--- src/rtl/bp_common_pkg.sv ---
// Shared types and constants for the commit-stream monitor.
// Holds the FSM state encoding and the RISC-V encodings the monitor matches against.
package bp_common_pkg;

  typedef enum logic [1:0] {
    RUN     = 2'd0,
    PASS    = 2'd1,
    FAIL    = 2'd2,
    TIMEOUT = 2'd3
  } bp_commit_mon_state_e;

  // jal x0,0 : the conventional end-of-test spin
  localparam logic [31:0] rv64_self_loop_instr_gp = 32'h0000006f;
  localparam logic [4:0]  rv64_a0_addr_gp         = 5'd10;

endpackage

--- src/rtl/bp_commit_mon_sat_counter.sv ---
// Saturating up-counter with synchronous reset and clear.
// Clear wins over increment; the count holds at all-ones.
module bp_commit_mon_sat_counter #(
  parameter int width_p = 32
) (
  input  logic               clk_i,
  input  logic               reset_i,
  input  logic               clear_i,
  input  logic               incr_i,
  output logic [width_p-1:0] count_o
);

  always_ff @(posedge clk_i) begin
    if (reset_i || clear_i)
      count_o <= '0;
    else if (incr_i && (count_o != '1))
      count_o <= count_o + width_p'(1);
  end

endmodule

--- src/rtl/bp_commit_monitor.sv ---
// Per-core commit-stream monitor: counts retirements, tracks a0 and ends the test on a
// repeated self-loop, an exception or a watchdog. Define BP_COMMIT_MONITOR_TRACE_EN for trace output.
module bp_commit_monitor
  import bp_common_pkg::*;
#(
  parameter int vaddr_width_p = 39,
  parameter int stall_limit_p = 4096,
  parameter int instr_limit_p = 2**20,
  parameter int fail_on_exc_p = 1,
  parameter int cnt_width_p   = 32
) (
  input  logic                     clk_i,
  input  logic                     reset_i,
  input  logic                     commit_v_i,
  input  logic [vaddr_width_p-1:0] commit_pc_i,
  input  logic [31:0]              commit_instr_i,
  input  logic                     commit_exc_v_i,
  input  logic                     rd_w_v_i,
  input  logic [4:0]               rd_addr_i,
  input  logic [63:0]              rd_data_i,
  output logic                     done_o,
  output logic                     pass_o,
  output logic                     fail_o,
  output logic                     timeout_o,
  output logic [cnt_width_p-1:0]   instret_o,
  output logic [63:0]              a0_o
);

  localparam logic [cnt_width_p-1:0] stall_last_lp   = cnt_width_p'(stall_limit_p - 1);
  localparam logic [cnt_width_p-1:0] instr_limit_lp  = cnt_width_p'(instr_limit_p);
  localparam logic                   fail_on_exc_lp  = (fail_on_exc_p != 0);

  bp_commit_mon_state_e state_r, state_n;

  logic [cnt_width_p-1:0]   instret_r, stall_r, instret_inc;
  logic [63:0]              a0_r;
  logic                     prev_loop_r;
  logic [vaddr_width_p-1:0] prev_loop_pc_r;

  logic run, commit, idle, is_loop, loop_end, cap_hit, exc_fail;

  assign run         = (state_r == RUN);
  assign commit      = run & commit_v_i;
  assign idle        = run & ~commit_v_i;
  assign is_loop     = (commit_instr_i == rv64_self_loop_instr_gp);
  assign loop_end    = is_loop & prev_loop_r & (commit_pc_i == prev_loop_pc_r);
  assign instret_inc = (&instret_r) ? instret_r : instret_r + cnt_width_p'(1);
  assign cap_hit     = (instret_inc == instr_limit_lp);
  assign exc_fail    = commit_exc_v_i & fail_on_exc_lp;

  bp_commit_mon_sat_counter #(.width_p(cnt_width_p)) instret_cnt (
    .clk_i   (clk_i),
    .reset_i (reset_i),
    .clear_i (1'b0),
    .incr_i  (commit),
    .count_o (instret_r)
  );

  bp_commit_mon_sat_counter #(.width_p(cnt_width_p)) stall_cnt (
    .clk_i   (clk_i),
    .reset_i (reset_i),
    .clear_i (commit),
    .incr_i  (idle),
    .count_o (stall_r)
  );

  always_ff @(posedge clk_i) begin
    if (reset_i)
      state_r <= RUN;
    else
      state_r <= state_n;
  end

  // Exception beats the self-loop verdict, which beats the instruction cap
  always_comb begin
    state_n = state_r;
    if (commit) begin
      if (exc_fail)
        state_n = FAIL;
      else if (loop_end)
        state_n = (a0_r == 64'd0) ? PASS : FAIL;
      else if (cap_hit)
        state_n = TIMEOUT;
    end else if (idle && (stall_r == stall_last_lp)) begin
      state_n = TIMEOUT;
    end
  end

  always_ff @(posedge clk_i) begin
    if (reset_i) begin
      a0_r           <= '0;
      prev_loop_r    <= 1'b0;
      prev_loop_pc_r <= '0;
    end else if (commit) begin
      if (rd_w_v_i && (rd_addr_i == rv64_a0_addr_gp))
        a0_r <= rd_data_i;
      prev_loop_r <= is_loop & ~loop_end;
      if (is_loop)
        prev_loop_pc_r <= commit_pc_i;
    end
  end

  assign done_o    = ~run;
  assign pass_o    = (state_r == PASS);
  assign fail_o    = (state_r == FAIL);
  assign timeout_o = (state_r == TIMEOUT);
  assign instret_o = instret_r;
  assign a0_o      = a0_r;

`ifdef BP_COMMIT_MONITOR_TRACE_EN
  logic [63:0] trace_cycle_r;

  always_ff @(posedge clk_i) begin
    if (reset_i)
      trace_cycle_r <= '0;
    else
      trace_cycle_r <= trace_cycle_r + 64'd1;
    if (!reset_i && commit)
      $display("[commit] cycle=%0d pc=%h instr=%h rd_w=%0b rd=x%0d data=%h",
               trace_cycle_r, commit_pc_i, commit_instr_i, rd_w_v_i, rd_addr_i, rd_data_i);
    if (!reset_i && run && (state_n != RUN))
      $display("[commit] verdict=%s instret=%0d", state_n.name(),
               commit ? instret_inc : instret_r);
  end
`endif

endmodule
--- config.mk ---
export PLATFORM = sky130hd
export DESIGN_NAME = bp_commit_monitor
export DESIGN_NICKNAME = d
export VERILOG_FILES = /design/src/rtl/bp_common_pkg.sv /design/src/rtl/bp_commit_mon_sat_counter.sv /design/src/rtl/bp_commit_monitor.sv
export SDC_FILE = /design/constraint.sdc
export NUM_CORES = 1
export LEC_CHECK = 0
export CORE_ASPECT_RATIO = 1.2
export CORE_MARGIN = 4
export CORE_UTILIZATION = 51
export CTS_CLUSTER_SIZE = 8
export DETAILED_ROUTE_END_ITERATION = 10
export PLACE_DENSITY = 0.92
export SLEW_MARGIN = 30
export SYNTH_ARGS = -nofsm -noshare
export SYNTH_HDL_FRONTEND = slang
export SYNTH_SLANG_ARGS = --single-unit
--- constraint.sdc ---
create_clock -name clk_i -period 4.8 [get_ports clk_i]
set_input_delay 0.96 -clock clk_i [delete_from_list [all_inputs] [get_ports clk_i]]
set_output_delay 0.96 -clock clk_i [all_outputs]
set_load 0.05 [all_outputs]
==> results of run 1 <==
==> cells in the final DEF (no fill, tap or decap), types with 9 or more instances in the layout <==
master	Yosys	routed
a21oi_1	68	68
and3_1	15	15
and4_1	9	9
clkbuf_16	0	17
clkdlybuf4s50_1	0	243
dfxtp_1	170	170
inv_1	10	10
mux2i_1	42	42
nand2_1	164	164
nand3_1	27	27
nand4_1	53	53
nor2_1	115	115
nor3_1	14	14
nor4_1	41	41
xnor2_1	64	64
xor2_1	49	49
==> path summary, 6_finish.rpt <==
check | startpoint | to | slack (ns) | cells past startpoint
setup / recovery | commit_instr_i[18] | prev_loop_pc_r[15] | 1.27 | 8
hold / removal | prev_loop_r | prev_loop_r | 0.47 | 2
hold reg to reg | prev_loop_r | prev_loop_r | 0.47 | 2
setup reg to reg | instret_cnt.count_o[1] | state_r[0] | 1.85 | 8
==> cells in the mapped netlist (3+ instances only) <==
master / count
a21oi_1: 68
a31oi_1: 5
and2_1: 3
and3_1: 15
and4_1: 9
buf_1: 7
buf_2: 13
clkbuf_1: 36
dfxtp_1: 170
inv_1: 10
mux2i_1: 42
nand2_1: 164
nand3_1: 27
nand4_1: 53
nor2_1: 115
nor2b_1: 3
nor3_1: 14
nor4_1: 41
o21ai_0: 5
or2_2: 3
or4_1: 3
xnor2_1: 64
xor2_1: 49
==> per-stage QoR <==
step / setup WS, ns / instance area, µm² / cells / power [W]
2_1_floorplan: 1.88 / 7990 / 961 / 0.00156
3_3_place_gp: 1.16 / 10500 / 1353 / 0.00173
3_5_place_dp: 0.957 / 10500 / 1353 / 0.00173
4_1_cts: 1.39 / 11100 / 1385 / 0.00310
5_1_grt: 1.17 / 11100 / 1387 / 0.00317
6_report: 1.27 / 11100 / 1387 / 0.00308
==> where the power goes <==
group          internal (W)  total [W]  switching, W
clock network      0.000796    0.00137      0.000575
logic              0.000147   0.000276      0.000130
registers           0.00142    0.00143    0.00000986
total               0.00236    0.00308      0.000715
==> final cells by class <==
type                    instances  share of cell area, %
clock buffers                  19                   4.09
inverters                      10                  0.339
diodes                          2                 0.0452
well taps                     204                   2.31
repair buffers                249                   22.5
flip-flops and latches        170                   30.7
multi-input cells             720                   38.7
clock inverters                13                   1.29
==> registers in the layout, summed over array words and instances (netlist names) <==
signal / flops
stall_cnt.count_o: 32
instret_cnt.count_o: 32
prev_loop_pc_r: 39
state_r: 2
a0_o: 64
prev_loop_r: 1
==> critical path: stages <==
cell	delay [ns]
clkdlybuf4s50_1	0.49
nor4_1	0.51
nand4_1	0.16
nor4_1	0.57
and2_2	0.52
buf_12	0.28
mux2i_1	0.24
nor2_1	0.07
==> kinds of logic (layout without fill, tap and decap cells) <==
| logic type | count (synthesis) | count (layout) | synth area share (%) |
|---|---|---|---|
| fa+ha+maj | 2 | 2 | 0.313 |
| compound gates | 92 | 92 | 6.49 |
| mux | 42 | 42 | 5.26 |
| flops | 170 | 170 | 42.6 |
| other cells | 0 | 2 | 0 |
| simple gates | 471 | 471 | 29.1 |
| buf+inv | 71 | 291 | 3.84 |
| xor+xnor | 113 | 113 | 12.4 |
==> layer usage <==
layer	routed length [µm]	track usage, %	up-vias
met4	1330	16.2	0
met2	11600	44.3	291
met3	2010	8.21	97
met5	0	0	-
met1	9150	30.0	3611
li1	-	-	3731
==> reports/metrics.yaml, run 1 <==
synth:
  ys_types: 55
  dominantRegCellSynth: "dfxtp_1"
  yosys-top-cells-area: "dfxtp_1 (43%), nand2_1 (7.7%), xnor2_1 (7.0%), nor2_1 (5.4%), xor2_1 (5.4%)"
  synth_top_area_share_pct: 42.6
  synth_edf_count: 0
  yosysSeqAreaShare_pct: 42.6
  synth_fp_nets: 1108
  syn_area_per_cell_um2: 8.31
  synth.largest_area_cell: "dfxtp_1"
  synth_seq_cells: 170
  ys.warnings.count: 0
  async_reset_ff_share_pct: 0
  syn_inst: 961
  synth_area_mm2: 0.00799
final_layout:
  layout-drive-gt1-share_pct: 4.74
  final_net_count: 1315
  fillerInstances: 1073
  multiInputGateArea_mm2: 0.00428
  seq_area_mm2: 0.00340
  syn2layout_area_growth_pct: 38.6
  final_core_util_pct: 72.8
power_and_ir_drop:
  irDropWorstVdd_mv: 0.231
  powerDensity_mw_per_mm2: 278
  power_leakage_nw: 3.68
critical_path:
  crit_fanout: 27
  critical_path_required_ns: 5.08
  crit_arrival_ns: 3.81
  crit_path_end_kind: "flip-flop"
  path_class: "input port to flip-flop"
  start_kind: "input port"
sta:
  maxSlewHeadroom_pct: 40.2
  holdWs_ns: 0.468
  worstMarginPinSlew_ns: 0.890
  fmax_mhz: 283
  fin_tns_setup_ns: 0
  slew_violations: 0
  finalSetupViolCount: 0
  finalCritPeriodShare_pct: 73.5
  fin_crit_ns: 3.53
  finalHoldViolCount: 0
  clock_skew_ns: 0.00936
  grt_setup_unrepaired: "no"
global_routing:
  grt_pass1_wl_um: 38700
  antenna_found_initial: 2
  track_usage_pct: 26.8
  first_global_vias: 7672
  grt_max_degree: 86
  overflow: 0
floorplan:
  chipWidth_um: 122
  dieArea_mm2: 0.0177
  die_h_um: 145
  pin_count: 245
  core_area_mm2: 0.0152
  initial_core_util_pct: 52.5
  rows: 49
place:
  io_buffers: 244
  gp_congestion: 0.887
  dpl.hpwl_um: 17500
status:
  status: "finished, final reports clean"
route:
  drtIter0Drc: 637
  post_drt_wl_per_cell_um: 17.4
  drc: 0
  viasPerCell: 5.57
  postRouteAntennaNets: 0
  first_pass_iters: 4
  wl_um: 24100
  vias: 7730
clocking:
  cts_resized: 0
  cts_buffers: 17
  cts_root_buf: "clkbuf_16"
  htree_num_levels: 4
  post_cts_buffers: 0
  clk_pin_slew_ns: 0.06
  clock_latency_ns: 0.43
  ctsHoldBuffers: 0
  cts_sinks: 170
  cts_max_path_buffers: 2
  cts_tree: "built"
worst_hold_path:
  hold_class: "flip-flop to flip-flop"
run:
  drv_cap: 0
No activity file was read; power rests on OpenSTA's default activity.
==> run 2: changes to the inputs <==
--- a/config.mk
+++ b/config.mk
@@ -7,10 +7,10 @@
 export LEC_CHECK = 0
 export CORE_ASPECT_RATIO = 1.2
 export CORE_MARGIN = 4
-export CORE_UTILIZATION = 51
+export CORE_UTILIZATION = 43
 export CTS_CLUSTER_SIZE = 8
 export DETAILED_ROUTE_END_ITERATION = 10
-export PLACE_DENSITY = 0.92
+export PLACE_DENSITY = 0.83
 export SLEW_MARGIN = 30
 export SYNTH_ARGS = -nofsm -noshare
 export SYNTH_HDL_FRONTEND = slang
==> constraint.sdc (replaced) <==
create_clock -name clk_i -period 2.9 [get_ports clk_i]
set_input_delay 0.58 -clock clk_i [delete_from_list [all_inputs] [get_ports clk_i]]
set_output_delay 0.58 -clock clk_i [all_outputs]
set_load 0.05 [all_outputs]
==> run 2 against run 1 <==
Net effect:
- wire length shrank 2.3%
- design area grew 2.1%
- critical path depth is the same
- sequential share of layout area shrank 0.63 points
- setup slack lost 1.0 ns
- non-clock buffer count grew 24
- largest cell class unchanged
- highest routed layer is now met5
==> reports/metrics.yaml, run 2 (synthesis results as in run 1) <==
sta:
  worstMarginPinSlew_ns: 0.777  # -0.114 ns
  finalSetupViolCount: 0  # unchanged
  slew_violations: 0  # unchanged
  fin_tns_setup_ns: 0  # unchanged
  finalHoldViolCount: 0  # unchanged
  finalCritPeriodShare_pct: 91.9
  maxSlewHeadroom_pct: 48.2  # +8.0 points
  clock_skew_ns: 0.00923  # -0.000130 ns
  fmax_mhz: 375
  fin_crit_ns: 2.67
global_routing:
  overflow: 0  # unchanged
  track_usage_pct: 22.2  # -4.6 points
  grt_max_degree: 65  # -24%
  antenna_found_initial: 1  # -1
  first_global_vias: 7489  # -2.4%
  grt_pass1_wl_um: 38000  # -1.9%
floorplan:
  pin_count: 245  # unchanged
  chipWidth_um: 132  # +8.3%
  core_area_mm2: 0.0182  # +20%
  dieArea_mm2: 0.0208  # +17%
  die_h_um: 157  # +8.4%
  rows: 54  # +10%
  initial_core_util_pct: 43.8  # -8.7 points
power_and_ir_drop:
  internal_power_w: 0.00373  # +58%
  power_leakage_nw: 3.81  # +3.7%
  powerDensity_mw_per_mm2: 443  # +59%
  power.share.switching_pct: 25.4  # +2.1 points
  p_comb_share_pct: 9.5  # +0.5 points
  irDropWorstVdd_mv: 0.368  # +60%
  p_switching_w: 0.00127  # +78%
  seqPwrFrac_pct: 47.2  # +0.8 points
  clockPowerShare_pct: 43.3  # -1.3 points
clocking:
  cts_max_path_buffers: 2  # unchanged
  ctsHoldBuffers: 0  # unchanged
  cts_sinks: 170  # unchanged
  cts_tree: "built"
  clock_latency_ns: 0.43  # about the same
  cts_buffers: 17  # unchanged
  post_cts_buffers: 0  # unchanged
  cts_resized: 0  # unchanged
  cts_root_buf: "clkbuf_16"
  clk_pin_slew_ns: 0.07  # about the same
  htree_num_levels: 4  # unchanged
final_layout:
  diodes: 0  # -2
  layout-drive-gt1-share_pct: 6.64  # +1.9 points
  final_core_util_pct: 62.0  # -11 points
  final_cell_area_mm2: 0.0113  # +2.1%
  largest_reg_flops: 64  # unchanged
  final_net_count: 1339  # +1.8%
  layout_common_cells: "clkdlybuf4s50_1 (243), dfxtp_1 (170), nand2_1 (164), nor2_1 (115), a21oi_1 (68)"
  layout_commonest_cell: "clkdlybuf4s50_1"
  syn2layout_area_growth_pct: 41.5
place:
  gp_congestion: 0.874  # -1.4%
  io_buffers: 244  # unchanged
  placed_area_mm2: 0.0107  # +2.5%
  dpl.hpwl_um: 17500  # +0.28%
critical_path:
  critical_path_required_ns: 3.22  # -1.86 ns
  reg2reg_from: "instret_cnt.count_o[0]"
  rr_endpoint: "state_r[0]"
  crit_fanout: 7  # -74%
  reg2reg_slack_ns: 0.23  # -1.62 ns
  crit_path_end_kind: "flip-flop"
  crit_arrival_ns: 2.99  # -0.82 ns
  start_kind: "flip-flop"
  path_class: "flip-flop to flip-flop"
  ff2ff_path_depth: 8  # unchanged
route:
  drtIter0Drc: 632  # -0.78%
  drc: 0  # unchanged
  postRouteAntennaNets: 0  # unchanged
  post_drt_wl_per_cell_um: 16.5  # -5.1%
  viasPerCell: 5.39  # -3.3%
  first_pass_iters: 5  # +1
  wl_um: 23500  # -2.3%
  vias: 7692  # -0.49%
worst_hold_path:
  hold_class: "flip-flop to flip-flop"
  worstHoldStart: "prev_loop_r"
  hold_depth: 2  # unchanged
  holdPathEnd: "prev_loop_r"
status:
  status: "finished, final reports clean"
run:
  drv_cap: 0  # unchanged
[run 2: cell count changes in the layout (fill, tap and decap cells not counted), sizes merged]
cell and delta:
buf +24, inv +7, clkinvlp -3, bufinv -2, clkbuf -2, diode -2
clkinv -1
[run 2: worst max-delay path: stages, from the launching register on]
cell,delay (ns)
dfxtp_1,0.46
ha_1,0.29
nand3_1,0.17
or4_4,0.54
nor3_1,0.17
o221ai_1,0.18
nor4_2,0.30
a41oi_1,0.17
a221oi_1,0.27
[run 2: power groups by stage]
stage / clock network, W / registers [W] / logic [W]
finish: 0.00217 / 0.00236 / 0.000477
global placement: 0 / 0.00241 / 0.000469
floorplan: 0 / 0.00243 / 0.000155
global route: 0.00230 / 0.00236 / 0.000507
detailed placement: 0 / 0.00241 / 0.000474
CTS: 0.00221 / 0.00236 / 0.000478
[run 2: routing by layer]
layer | vias up | GRT usage [%] | share of wire, % | wire [µm]
met2 | 259 | 39.1 | 51 | 12000
met4 | 2 | 6.83 | 1.7 | 396
met5 | - | 0 | 0.059 | 14
met1 | 3628 | 27.0 | 41 | 9710
li1 | 3772 | - | - | -
met3 | 31 | 5.15 | 6.2 | 1460
[run 2: area by class of cell]
type	count	area, µm²
clock buffer	17	425
clock inverter	14	130
fill	1541	6940
inverter	10	37.5
multi-input combinational	720	4290
sequential	170	3400
tap	224	280
timing repair buffer	273	2730
[run 2: worst max-delay path by stage]
stage	startpoint	endpoint	slack, ns	cells past startpoint
floorplan	instret_cnt.count_o[1]	state_r[0]	0.17	8
global placement	commit_instr_i[4]	prev_loop_pc_r[26]	-0.02	8
detailed placement	commit_instr_i[4]	prev_loop_pc_r[16]	-0.08	8
CTS	instret_cnt.count_o[0]	state_r[0]	0.19	8
global route	instret_cnt.count_o[0]	state_r[0]	-0.01	9
finish	instret_cnt.count_o[0]	state_r[0]	0.23	8
[run 2: stage by stage]
| stage | setup WS [ns] | cells | hold slack (ns) | power [W] |
|---|---|---|---|---|
| floorplan | 0.172 | 961 | 0.432 | 0.00259 |
| global placement | -0.0238 | 1397 | 0.449 | 0.00288 |
| detailed placement | -0.0786 | 1397 | 0.458 | 0.00289 |
| CTS | 0.192 | 1428 | 0.469 | 0.00505 |
| global route | -0.0104 | 1428 | 0.495 | 0.00517 |
| finish | 0.234 | 1428 | 0.469 | 0.00500 |
